<file path="src/rtl/adc_conv_sequencer.sv">
// adc_conv_sequencer: runs one charge-balance ADC conversion around the
// pulse counters. It clears the counters, waits out the settling windows,
// takes a baseline snapshot, integrates for num_windows 5 ms windows and
// then publishes the signed difference through a valid/ack handshake.
// The final counter values (p1/m1) are taken straight from count_p/count_m
// on the closing tick. The difference is registered on that same edge, so
// result_valid rises one cycle after the last integrating tick.
module adc_conv_sequencer #(
  parameter int CNT_W          = 24,
  parameter int WIN_W          = 8,
  parameter int SETTLE_WINDOWS = 1
) (
  input  logic             clk,
  input  logic             reset,
  input  logic             start,
  input  logic             stop,
  input  logic             cont,
  input  logic [WIN_W-1:0] num_windows,
  input  logic             window_tick,
  input  logic [CNT_W-1:0] count_p,
  input  logic [CNT_W-1:0] count_m,
  output logic             cnt_clear,
  output logic             cnt_en,
  output logic             busy,
  output logic [CNT_W:0]   result,
  output logic             result_valid,
  output logic             overrun,
  input  logic             rd_ack,
  output logic [2:0]       state_dbg
);

  typedef enum logic [2:0] {
    S_IDLE      = 3'd0,
    S_CLEAR     = 3'd1,
    S_SETTLE    = 3'd2,
    S_INTEGRATE = 3'd3,
    S_COMPUTE   = 3'd4
  } state_t;

  // Tick count that ends the settling phase, widened by one bit so that the
  // incremented window count can be compared without wrapping.
  localparam logic [WIN_W:0] SETTLE_TGT = (WIN_W+1)'(SETTLE_WINDOWS);

  state_t             state_q, state_d;
  logic [WIN_W-1:0]   win_cnt_q, win_cnt_d;
  logic [WIN_W-1:0]   nwin_q, nwin_d;
  logic [CNT_W-1:0]   p0_q, p0_d;
  logic [CNT_W-1:0]   m0_q, m0_d;
  logic [CNT_W:0]     result_q, result_d;
  logic               valid_q, valid_d;
  logic               overrun_q, overrun_d;

  logic               new_result;
  logic [WIN_W:0]     win_inc;
  logic [WIN_W-1:0]   win_sat;
  logic [CNT_W-1:0]   dp, dm;
  logic [CNT_W:0]     diff;

  // Window count after the current tick; the stored counter saturates.
  assign win_inc = {1'b0, win_cnt_q} + 1'b1;
  assign win_sat = (&win_cnt_q) ? win_cnt_q : win_cnt_q + 1'b1;

  // Deltas are taken modulo 2^CNT_W so a counter wrap during integration
  // still yields the true pulse count.
  assign dp   = count_p - p0_q;
  assign dm   = count_m - m0_q;
  assign diff = {1'b0, dp} - {1'b0, dm};

  // Next-state logic: sequencing, window counting and baseline capture.
  always_comb begin
    // NOTE: every variable gets a default first so no path leaves it
    // unassigned -- an unassigned path would infer a latch.
    state_d    = state_q;
    win_cnt_d  = win_cnt_q;
    nwin_d     = nwin_q;
    p0_d       = p0_q;
    m0_d       = m0_q;
    new_result = 1'b0;

    unique case (state_q)
      S_IDLE: begin
        win_cnt_d = '0;
        if (start) begin
          nwin_d  = (num_windows == '0) ? WIN_W'(1) : num_windows;
          state_d = S_CLEAR;
        end
      end

      S_CLEAR: begin
        win_cnt_d = '0;
        state_d   = stop ? S_IDLE : S_SETTLE;
      end

      S_SETTLE: begin
        if (stop) begin
          state_d = S_IDLE;
        end else if (window_tick) begin
          if (win_inc == SETTLE_TGT) begin
            p0_d      = count_p;
            m0_d      = count_m;
            win_cnt_d = '0;
            state_d   = S_INTEGRATE;
          end else begin
            win_cnt_d = win_sat;
          end
        end
      end

      S_INTEGRATE: begin
        if (stop) begin
          state_d = S_IDLE;
        end else if (window_tick) begin
          if (win_inc == {1'b0, nwin_q}) begin
            new_result = 1'b1;
            win_cnt_d  = '0;
            state_d    = S_COMPUTE;
          end else begin
            win_cnt_d = win_sat;
          end
        end
      end

      S_COMPUTE: begin
        state_d = (!stop && cont) ? S_CLEAR : S_IDLE;
      end

      default: state_d = S_IDLE;
    endcase
  end

  // Readout side: publish new results, track overrun, honour rd_ack.
  always_comb begin
    result_d  = result_q;
    valid_d   = valid_q;
    overrun_d = overrun_q;
    if (new_result) begin
      result_d  = diff;
      valid_d   = 1'b1;
      // An ack in the same cycle consumes the old result, so nothing is lost.
      overrun_d = valid_q && !rd_ack;
    end else if (rd_ack && valid_q) begin
      valid_d   = 1'b0;
      overrun_d = 1'b0;
    end
  end

  // State and datapath registers with synchronous reset.
  always_ff @(posedge clk) begin
    // NOTE: sequential state uses non-blocking assignments so every register
    // samples the values from before this clock edge.
    if (reset) begin
      state_q   <= S_IDLE;
      win_cnt_q <= '0;
      nwin_q    <= '0;
      p0_q      <= '0;
      m0_q      <= '0;
      result_q  <= '0;
      valid_q   <= 1'b0;
      overrun_q <= 1'b0;
    end else begin
      state_q   <= state_d;
      win_cnt_q <= win_cnt_d;
      nwin_q    <= nwin_d;
      p0_q      <= p0_d;
      m0_q      <= m0_d;
      result_q  <= result_d;
      valid_q   <= valid_d;
      overrun_q <= overrun_d;
    end
  end

  assign cnt_clear    = (state_q == S_CLEAR);
  assign cnt_en       = (state_q == S_SETTLE) || (state_q == S_INTEGRATE);
  assign busy         = (state_q != S_IDLE);
  assign result       = result_q;
  assign result_valid = valid_q;
  assign overrun      = overrun_q;
  assign state_dbg    = state_q;

endmodule

</file>
<file path="config.mk">
export PLATFORM = sky130hd
export DESIGN_NAME = adc_conv_sequencer
export DESIGN_NICKNAME = d
export VERILOG_FILES = /design/src/rtl/adc_conv_sequencer.sv
export SDC_FILE = /design/constraint.sdc
export NUM_CORES = 1
export LEC_CHECK = 0
export CORE_MARGIN = 3
export CORE_UTILIZATION = 51
export DETAILED_ROUTE_END_ITERATION = 10
export PLACE_DENSITY = 0.87
export REMOVE_ABC_BUFFERS = 1
export SYNTH_ARGS = -nofsm -noshare
export SYNTH_HDL_FRONTEND = slang
export SYNTH_SLANG_ARGS = --single-unit
</file>
<file path="constraint.sdc">
create_clock -name clk -period 4.1 [get_ports clk]
set_clock_uncertainty 0.2 [all_clocks]
set_input_delay 0.41 -clock clk [delete_from_list [all_inputs] [get_ports clk]]
set_output_delay 0.41 -clock clk [all_outputs]
set_load 0.03 [all_outputs]
</file>
# Word-level counts from Yosys, hierarchy flattened
# Cells that the tools add are included.
# classes
n_mux,26
addsub,5
eq_ne,15
n_reduce_logical,17
bitwise,1
# op_table
op,count
$mux W8,8
$sub A24 B24 Y24,2
$sub A24 B24 Y25,1
$pmux W8 S3,1
$mux W3,7
$pmux W3 S5,1
$ne A3 B3 Y1 const B,4
$ne A2 B2 Y1 const B,5
$reduce_and A5 Y1,2
$add A8 B1 Y9 const B,1
$eq A9 B1 Y1 const B,1
$eq A9 B8 Y1,1
$add A8 B1 Y8 const B,1
$logic_not A8 Y1,1
$mux W1,8
$reduce_and A8 Y1,1
$eq A3 B2 Y1 const B,2
$reduce_bool A3 Y1,2
$reduce_and A4 Y1,1
$eq A3 B1 Y1 const B,1
$eq A3 B3 Y1 const B,1
$logic_and A1 B1 Y1,3
$logic_not A3 Y1,1
$logic_not A1 Y1,2
6 further kinds,6
# totals
ff_bits,94

# Depth between registers and ports, before layout
# Gate-level depths: netlist (run 1).
# depth
word_depth,7
mapped_depth,21
depth_no_buf,21

# Least setup slack after synthesis (run 1)
# No wires, ideal clock.
# synth_path
kind,input to register
start,in count_p[0]
end,"reg result_q[23], in the netlist result[23]"
setup_slack_ps,-206
required_time_ps,3766
t_arrival_ps,3972
cell_stages,21
setup_ps,134
path_cell_list,inv_1 ha_1 inv_1 fa_1 a21o_1 a21o_1 a21oi_1 o21ai_0 nand2_1 nand2_1 a31oi_1 xnor2_1 ha_1 a21o_1 a21o_1 a21oi_1 o21ai_0 a22o_1 a31oi_1 nor4b_1 or4_1
# synth_between
elab_chain_cells,2
# synth_rtl
element,line,source
"start, declared",20,"input logic [CNT_W-1:0] count_p,"
$sub A24 B24 Y24,65,assign dp = count_p - p0_q;
$sub A24 B24 Y25,67,"assign diff = {1'b0, dp} - {1'b0, dm};"
"end signal, assigned",166,result_q <= result_d;
"end, declared",49,"logic [CNT_W:0] result_q, result_d;"
# Every way passes these cells.
# A chain may end at the register's enable or synchronous reset.

# Worst setup path after layout (run 1)
# layout_path
start,reg p0_q[0]
end,"reg result_q[23], in the netlist result[23]"
# layout_between
elab_chain_cells,2
# layout_rtl
element,line,source
"start, declared",47,"logic [CNT_W-1:0] p0_q, p0_d;"
"start signal, assigned",164,p0_q <= p0_d;
$sub A24 B24 Y24,65,
$sub A24 B24 Y25,67,
# Every way passes these cells.

==> flow_summary.toml, run 1 <==
[placement]
dp.cells = 1321
preCtsSetupSlack_ns = -1.02
numPortBuffers = 95
place.detailed.hpwl_microns = 14700
gp_congestion = 0.901

[die]
core_sq_um = 13400
rows = 42
pin_count = 96
die_w_microns = 124
die_h_microns = 124
dieArea_sq_um = 15300
initial_core_util_pct = 52.8

[yosys]
synth_seq_cells = 94
async_flop_share_pct = 0
synth_cell_types = 66
yosysSeqAreaShare_pct = 26.6
netlist_instances = 943
synth_edf_count = 0
yosysWarnings = 0
syn-cell-area_sq_um = 7070
ys.flop_type = "dfxtp_1"
syn_avg_cell_area_sq_um = 7.50

[timing]
fin_ws_ns = -0.380
clock.fmax_ghz = 0.223
finalHoldViolCount = 0
tightest_slew_ns = 0.937
finalMaxSlewViolations = 0
holdWs_ns = 0.188
grt_setup_unrepaired = "true"
slew_headroom_pct = 37.5
min_period_ns = 4.48
final-setup-viol-count = 11
fin_crit_sh_pct = 109

[clocking]
clockRootBuffer = "clkbuf_16"
numCtsBuffers = 9
insertion_delay_ns = 0.36
cts.sinks = 94
cts_tree = "done"
cts_max_level = 3
cts_buffer_depth = 2
clkTransAtPathRegs_ns = 0.07

[route]
route.vias.total = 8205
wire_per_inst_microns = 17.8
routed_wl_microns = 24200
route.antenna.remaining_nets = 0
viasPerCell = 6.05
dr.pass1.iters = 6
drt-initial-drc-count = 916
post-route-drc-count = 0

[power_and_ir_drop]
ir_worst_vdd_mv = 0.235
power.density_nw_per_um2 = 307
leakage_nw = 3.99
power.total_mw = 3.10

[layout]
areaGrowthSynthToFinish_pct = 42.9
final_nets = 1314
drive_gt1_share_pct = 23.2
diodes = 0
finalNonFillerCells = 1357

[global_route]
grt_pass1_vias = 7413
antenna_found_initial = 0
grt_pass1_wl_microns = 33900
overflow = 0
grt_max_degree = 54
track_usage_pct = 27.3

[setup_path]
cp_data_required_time_ns = 4.14
rr_endpoint = "result[23]"
start_kind = "flop"
ff2ff_setup_slack_ns = -0.38
crit_arrival_ns = 4.52
path_max_fanout = 4
worstReg2RegStart = "p0_q[0]"
worstSetupPathType = "flop to flop"
reg2reg_depth = 20
critPathCaptureType = "flop"

[flow_run]
drv_cap = 0

[min_path]
hold_path_depth = 3
hold_start = "count_m[4]"
min_to = "m0_q[4]"
hold_path.class = "input pin to flop"

[outcome]
violations = "negative setup slack"
status = "complete, but fails checks"
layout by cell type, fill, tap and decap left out, types with 32 or more instances in the layout:
cell type          n
nand2_1          173
buf_4            151
a21oi_1          108
dfxtp_1           92
clkdlybuf4s50_1   87
inv_1             67
ha_1              62
nor2_1            46
xnor2_1           35
a21o_1            32
critical path, cell delays in order (launching register included):
cell	delay, ns
dfxtp_2	0.35
ha_4	0.14
inv_2	0.04
fa_2	0.34
a21o_1	0.19
a21o_1	0.20
a21oi_2	0.19
nor2b_1	0.08
nor2_2	0.16
o21bai_1	0.11
a21oi_1	0.20
xnor2_1	0.13
ha_2	0.39
nand2_4	0.07
a21oi_4	0.15
nand2_2	0.08
o211ai_1	0.37
a31o_2	0.32
a31oi_4	0.11
and3_1	0.17
or4_1	0.38
kinds of logic after synthesis:
| family | after synthesis | share of synthesized area [%] |
|---|---|---|
| xor+xnor | 62 | 7.89 |
| mux | 1 | 0.142 |
| buf+inv | 103 | 5.73 |
| compound gates | 282 | 24.9 |
| fa+ha+maj | 75 | 13.6 |
| simple gates | 326 | 21.1 |
| flops | 94 | 26.6 |
routing by layer:
layer | vias up | track usage [%] | share of wire, %
li1 | 3749 | - | -
met1 | 3762 | 32.4 | 38
met2 | 538 | 48.4 | 47
met3 | 156 | 4.90 | 8.9
met4 | 0 | 10.7 | 5.8
met5 | - | 0 | 0
flip-flops by register name (all words and copies together), names as in the netlist:
register      flops
nwin_q            8
overrun           1
win_cnt_q         8
p0_q             24
result_valid      1
m0_q             24
state_dbg         3
result           25
through the flow:
| stage | util, % | area (sq um) | setup TNS, ns |
|---|---|---|---|
| after floorplan | - | 6930 | -0.314 |
| after global placement | 68.3 | 9150 | -8.57 |
| after detailed placement | 68.3 | 9150 | -9.87 |
| after CTS | 72.4 | 9700 | -0.650 |
| after global routing | 75.4 | 10100 | -3.38 |
| final | 75.4 | 10100 | -1.77 |
power breakdown:
group | leakage, nW | internal (mW) | switching (mW)
clock network | 0.148 | 0.487 | 0.378
logic | 3.08 | 0.634 | 0.666
registers | 0.760 | 0.925 | 0.0142
cells in the mapped netlist (4+ instances only):
cell	instances	share of area [%]
a41oi_1	4	0.50
nor2_1	50	2.7
inv_1	71	3.8
o21bai_1	5	0.53
dfxtp_1	94	27
or3_1	5	0.44
o211ai_1	6	0.64
nor3b_1	4	0.42
o21ai_0	29	2.1
a31oi_1	9	0.80
nor2b_1	7	0.62
a21boi_0	4	0.42
a21oi_1	129	9.1
ha_1	72	13
nand2_1	176	9.3
a31o_2	4	0.50
or2_2	6	0.53
buf_2	9	0.64
a211oi_1	15	1.6
a21o_1	32	3.4
clkbuf_1	21	1.1
xor2_1	25	3.1
xnor2_1	36	4.5
o21a_1	11	1.2
nor3_1	16	1.1
and2_1	9	0.80
and3_1	7	0.62
nand2b_1	12	1.1
nand3_1	15	1.1
o31ai_1	7	0.74
worst max-delay path by stage:
stage,cells past startpoint,slack [ns],end,start
CTS,19,-0.17,result[23],m0_q[1]
global placement,22,-0.91,result[23],count_m[0]
finish,20,-0.38,result[23],p0_q[0]
global route,20,-0.52,result[23],p0_q[0]
floorplan,21,-0.20,result[23],count_p[0]
detailed placement,22,-1.02,result[23],count_m[0]
cell type report:
cell class	instances	area (sq um)
multi-input cells	746	5260
fillers	822	3300
repair buffers	254	2170
flip-flops and latches	94	1880
inverters	71	269
clock buffers	10	239
well taps	176	220
clock inverters	6	61.3
timing repair:
action	4_1_cts	5_1_grt
setup endpoints to repair	14	15
pin swaps	45	52
gates resized for setup	58	72
setup buffers	9	15
hold buffers	0	0
Power figures use the tool's default switching activity.
==> run 2, diff against run 1 <==
Settings changed: CORE_MARGIN 3 to 5.
==> flow_summary.toml, run 2 (synthesis results as in run 1) <==
[route]
dr.pass1.iters = 7
post-route-drc-count = 0
routed_wl_microns = 22900
route.antenna.remaining_nets = 0
drt-initial-drc-count = 539
wire_per_inst_microns = 17.0
route.vias.total = 7821
viasPerCell = 5.81

[layout]
drive_gt1_share_pct = 21.3
diodes = 0
layout_common_cells = "nand2_1 (175), buf_4 (141), a21oi_1 (114), dfxtp_1 (91), clkdlybuf4s50_1 (85)"
largest_reg_flops = 25
finalNonFillerCells = 1347
multi_input_area_sq_um = 5170
nFillCells = 947
final_nets = 1300
areaGrowthSynthToFinish_pct = 40.1
final_util_pct = 72.2
final_common_cell = "nand2_1"
seq_area_sq_um = 1890

[die]
die_h_microns = 128
rows = 43
core_sq_um = 13700
initial_core_util_pct = 51.5
die_w_microns = 128
pin_count = 96
dieArea_sq_um = 16300

[outcome]
violations = "negative setup slack"
status = "complete, but fails checks"

[clocking]
clockRootBuffer = "clkbuf_16"
clkTransAtPathRegs_ns = 0.07
cts.sinks = 94
cts_max_level = 3
insertion_delay_ns = 0.37
numCtsBuffers = 9
cts_tree = "done"
cts_buffer_depth = 2

[setup_path]
cp_data_required_time_ns = 4.14
path_max_fanout = 4
critPathCaptureType = "flop"
start_kind = "flop"
crit_arrival_ns = 4.51
worstSetupPathType = "flop to flop"

[global_route]
overflow = 0
antenna_found_initial = 0
track_usage_pct = 24.9
grt_pass1_vias = 7363
grt_pass1_wl_microns = 33800
grt_max_degree = 49

[power_and_ir_drop]
leakage_nw = 3.91
switching_share_pct = 33.4
clockPowerShare_pct = 28.8
seqPwrFrac_pct = 31.5
p_switching_mw = 0.996
pwr-share-comb_pct = 39.7
ir_worst_vdd_mv = 0.210
p_int_mw = 1.98
power.density_nw_per_um2 = 301

[flow_run]
drv_cap = 0

[timing]
min_period_ns = 4.47
clock.fmax_ghz = 0.224
fin_crit_sh_pct = 109
finalHoldViolCount = 0
final-setup-viol-count = 10
slew_headroom_pct = 41.4
grt_setup_unrepaired = "true"
tightest_slew_ns = 0.878
fin_ws_ns = -0.368
finalMaxSlewViolations = 0
setup_tns_ns = -1.28

[placement]
gp_congestion = 0.965
place.detailed.hpwl_microns = 14800
numPortBuffers = 95
dp.cells = 1319

[min_path]
hold_path.class = "input pin to flop"
## run 2: cell count changes in the layout (fill, tap and decap cells not counted), moves of 3 or more
cell	change
buf_4	-10
a21oi_1	+6
a21oi_2	-4
buf_6	-4
o21ai_4	-3
## run 2: per-layer routing
metal / wire length [microns] / track usage (%)
met5: 0 / 0
met4: 1160 / 9.11
met3: 1600 / 4.92
met2: 11000 / 44.1
met1: 9050 / 29.8
## run 2: worst max-delay path, cell delays in order (launching register included)
cell and delay, ns:
dfxtp_2 0.35, ha_4 0.16, inv_4 0.03, fa_2 0.35
a21o_1 0.16, a21o_1 0.19, a21oi_2 0.22, nor2b_1 0.09
nor2_1 0.22, xnor2_1 0.14, ha_1 0.39, buf_6 0.14
o211ai_1 0.13, a21oi_2 0.18, nand2_1 0.09, o211ai_1 0.25
a31o_2 0.29, a31oi_4 0.10, and3_4 0.17, or4_1 0.48
## run 2: power groups by stage
stage	combinational, mW	clock [mW]	sequential [mW]
finish	1.18	0.859	0.939
global route	1.27	0.902	0.940
CTS	1.04	0.866	0.938
detailed placement	0.987	0	0.959
global placement	0.962	0	0.959
floorplan	0.574	0	0.960
## run 2: through the flow
stage	total power [mW]	setup slack, ns	hold WS (ns)	instance area [sq um]
2_1_floorplan	1.53	-0.202	0.226	6930
6_report	2.98	-0.368	0.149	9900
5_1_grt	3.11	-0.510	0.193	9900
3_3_place_gp	1.92	-0.894	0.238	9100
4_1_cts	2.84	-0.161	0.246	9610
3_5_place_dp	1.95	-0.998	0.243	9100
## run 2: repair_timing
action                     CTS  global route
buffers inserted             5             8
resized for setup           54            56
setup endpoints to repair   15            13
pin swaps                   41            36
hold buffers                 0             0
cloned                       0             0
## run 2: area by class of cell
cell class	instances	share of cell area, %
clock buffer	9	2.27
clock inverter	7	0.745
inverter	71	2.72
multi-input combinational	746	52.2
sequential	94	19.0
tap	180	2.27
timing repair buffer	240	20.7
## run 2: worst paths after layout
kind                   start          to  slack, ns  cells past startpoint
setup reg to reg     p0_q[0]  result[23]      -0.37                     19
hold reg to reg    result[3]   result[3]       0.25                      2
setup / recovery     p0_q[0]  result[23]      -0.37                     19
hold / removal    count_m[8]     m0_q[8]       0.15                      3
==> run 3, diff against run 2 <==
Settings changed: CORE_UTILIZATION 51 to 56, PLACE_DENSITY 0.87 to 0.9.
Clock period 4.1 ns to 4.5 ns, I/O delays scaled along.
==> flow_summary.toml, run 3 (synthesis results as in run 1) <==
[outcome]
status = "complete, but fails checks"
violations = "negative setup slack"

[placement]
place.detailed.hpwl_microns = 15100
dp.cells = 1289
numPortBuffers = 95
preCtsSetupSlack_ns = -0.784
placed_area_sq_um = 8940
gp_congestion = 0.928

[timing]
setup_tns_ns = -0.0790
grt_setup_unrepaired = "true"
slew_headroom_pct = 35.0
finalHoldViolCount = 0
clock.fmax_ghz = 0.219
fin_crit_sh_pct = 101
final-setup-viol-count = 2
finalMaxSlewViolations = 0
min_period_ns = 4.57
tightest_slew_ns = 0.973
holdWs_ns = 0.180
fin_ws_ns = -0.0654

[die]
core_sq_um = 12500
die_h_microns = 122
pin_count = 96
dieArea_sq_um = 15000
die_w_microns = 122
initial_core_util_pct = 56.5
rows = 41

[clocking]
clockRootBuffer = "clkbuf_16"
cts_buffer_depth = 2
insertion_delay_ns = 0.36
cts.sinks = 94
cts_tree = "done"
clkTransAtPathRegs_ns = 0.07
numCtsBuffers = 9
cts_hold_buf = 0
cts_max_level = 3

[setup_path]
path_max_fanout = 4
worstSetupPathType = "input pin to flop"
start_kind = "input pin"
critPathCaptureType = "flop"
worstReg2RegStart = "m0_q[1]"
crit_arrival_ns = 4.65
cp_data_required_time_ns = 4.59
reg2reg_depth = 21
rr_endpoint = "result[18]"
ff2ff_setup_slack_ns = 0.02

[global_route]
grt_pass1_wl_microns = 33600
antenna_found_initial = 0
track_usage_pct = 27.6
overflow = 0
grt_max_degree = 48
grt_pass1_vias = 7470

[route]
route.vias.total = 7896
routed_wl_microns = 23300
drt-initial-drc-count = 911
wire_per_inst_microns = 17.6
viasPerCell = 5.98
post-route-drc-count = 0
route.antenna.remaining_nets = 0
dr.pass1.iters = 7

[power_and_ir_drop]
power.total_mw = 2.65
leakage_nw = 3.81
ir_worst_vdd_mv = 0.240
power.density_nw_per_um2 = 273

[layout]
final_nets = 1282
final_util_pct = 77.5
multi_input_area_sq_um = 5140
nFillCells = 794
areaGrowthSynthToFinish_pct = 37.2
final_common_cell = "nand2_1"
drive_gt1_share_pct = 19.2
final_cell_area_sq_um = 9700
diodes = 0
seq_area_sq_um = 1880
layout_common_cells = "nand2_1 (175), buf_4 (125), a21oi_1 (115), dfxtp_1 (93), clkdlybuf4s50_1 (88)"
finalNonFillerCells = 1321
largest_reg_flops = 25

[min_path]
hold_path_depth = 3
hold_path.class = "input pin to flop"
hold_start = "count_p[0]"
min_to = "p0_q[0]"

[flow_run]
drv_cap = 0
run 3: changes by cell type in the layout (fill, tap and decap cells not counted), sizes merged:
cell           previous run  this run
clkinv                    4         2
clkbuf                    9        12
buf                     146       128
clkinvlp                  1         2
clkdlybuf4s15             2         0
dlygate4sd2               4         1
dlymetal6s2s              3         4
bufinv                    1         0
clkdlybuf4s50            85        88
run 3: worst max-delay path, stage by stage:
cell and delay, ns:
clkdlybuf4s50_1 0.46, ha_1 0.39, a21o_1 0.20, a21oi_2 0.21, nand2_1 0.12, a21o_1 0.20
a21oi_1 0.19, xnor2_1 0.23, ha_1 0.35, a21oi_1 0.29, a21oi_2 0.10, buf_4 0.14
buf_4 0.12, o31ai_1 0.10, a41oi_1 0.22, buf_4 0.20, a41oi_1 0.25, xnor2_1 0.17
nand2_1 0.08, a21oi_1 0.19
run 3: cell type report:
type | count | area share, %
Clock inverter | 5 | 0.348
Tap cell | 172 | 2.22
Timing Repair Buffer | 222 | 19.8
Inverter | 71 | 2.75
Sequential cell | 94 | 19.4
Multi-Input combinational cell | 746 | 53.0
Clock buffer | 11 | 2.50
run 3: power breakdown:
part           internal (mW)  total [mW]  leakage (nW)  switching (mW)
sequential             0.843       0.856         0.759          0.0124
clock                  0.390       0.734         0.132           0.344
combinational          0.523        1.06          2.92           0.542
total                   1.76        2.65          3.81           0.898
run 3: layer usage:
metal	part of all wire [%]	wire length (microns)	global-route usage, %
met4	4.8	1120	13.2
met2	50	11600	49.0
met1	38	8800	32.2
met5	0	0	0
met3	7.3	1710	4.75
run 3: worst max-delay path by stage:
stage                           from          to  slack (ns)  cells past startpoint
final                     count_p[3]  result[18]       -0.07                     20
after global routing      count_p[3]  result[18]       -0.32                     18
after CTS                 count_p[0]  result[23]       0.007                     20
after detailed placement  count_p[0]  result[23]       -0.78                     22
after global placement    count_p[0]  result[23]       -0.56                     22
after floorplan           count_p[0]  result[23]        0.16                     21
run 3: timing repair:
item / CTS / global route
gates resized for setup: 33 / 57
setup endpoints to repair: 10 / 13
pin swaps: 30 / 37
setup buffers: 9 / 9
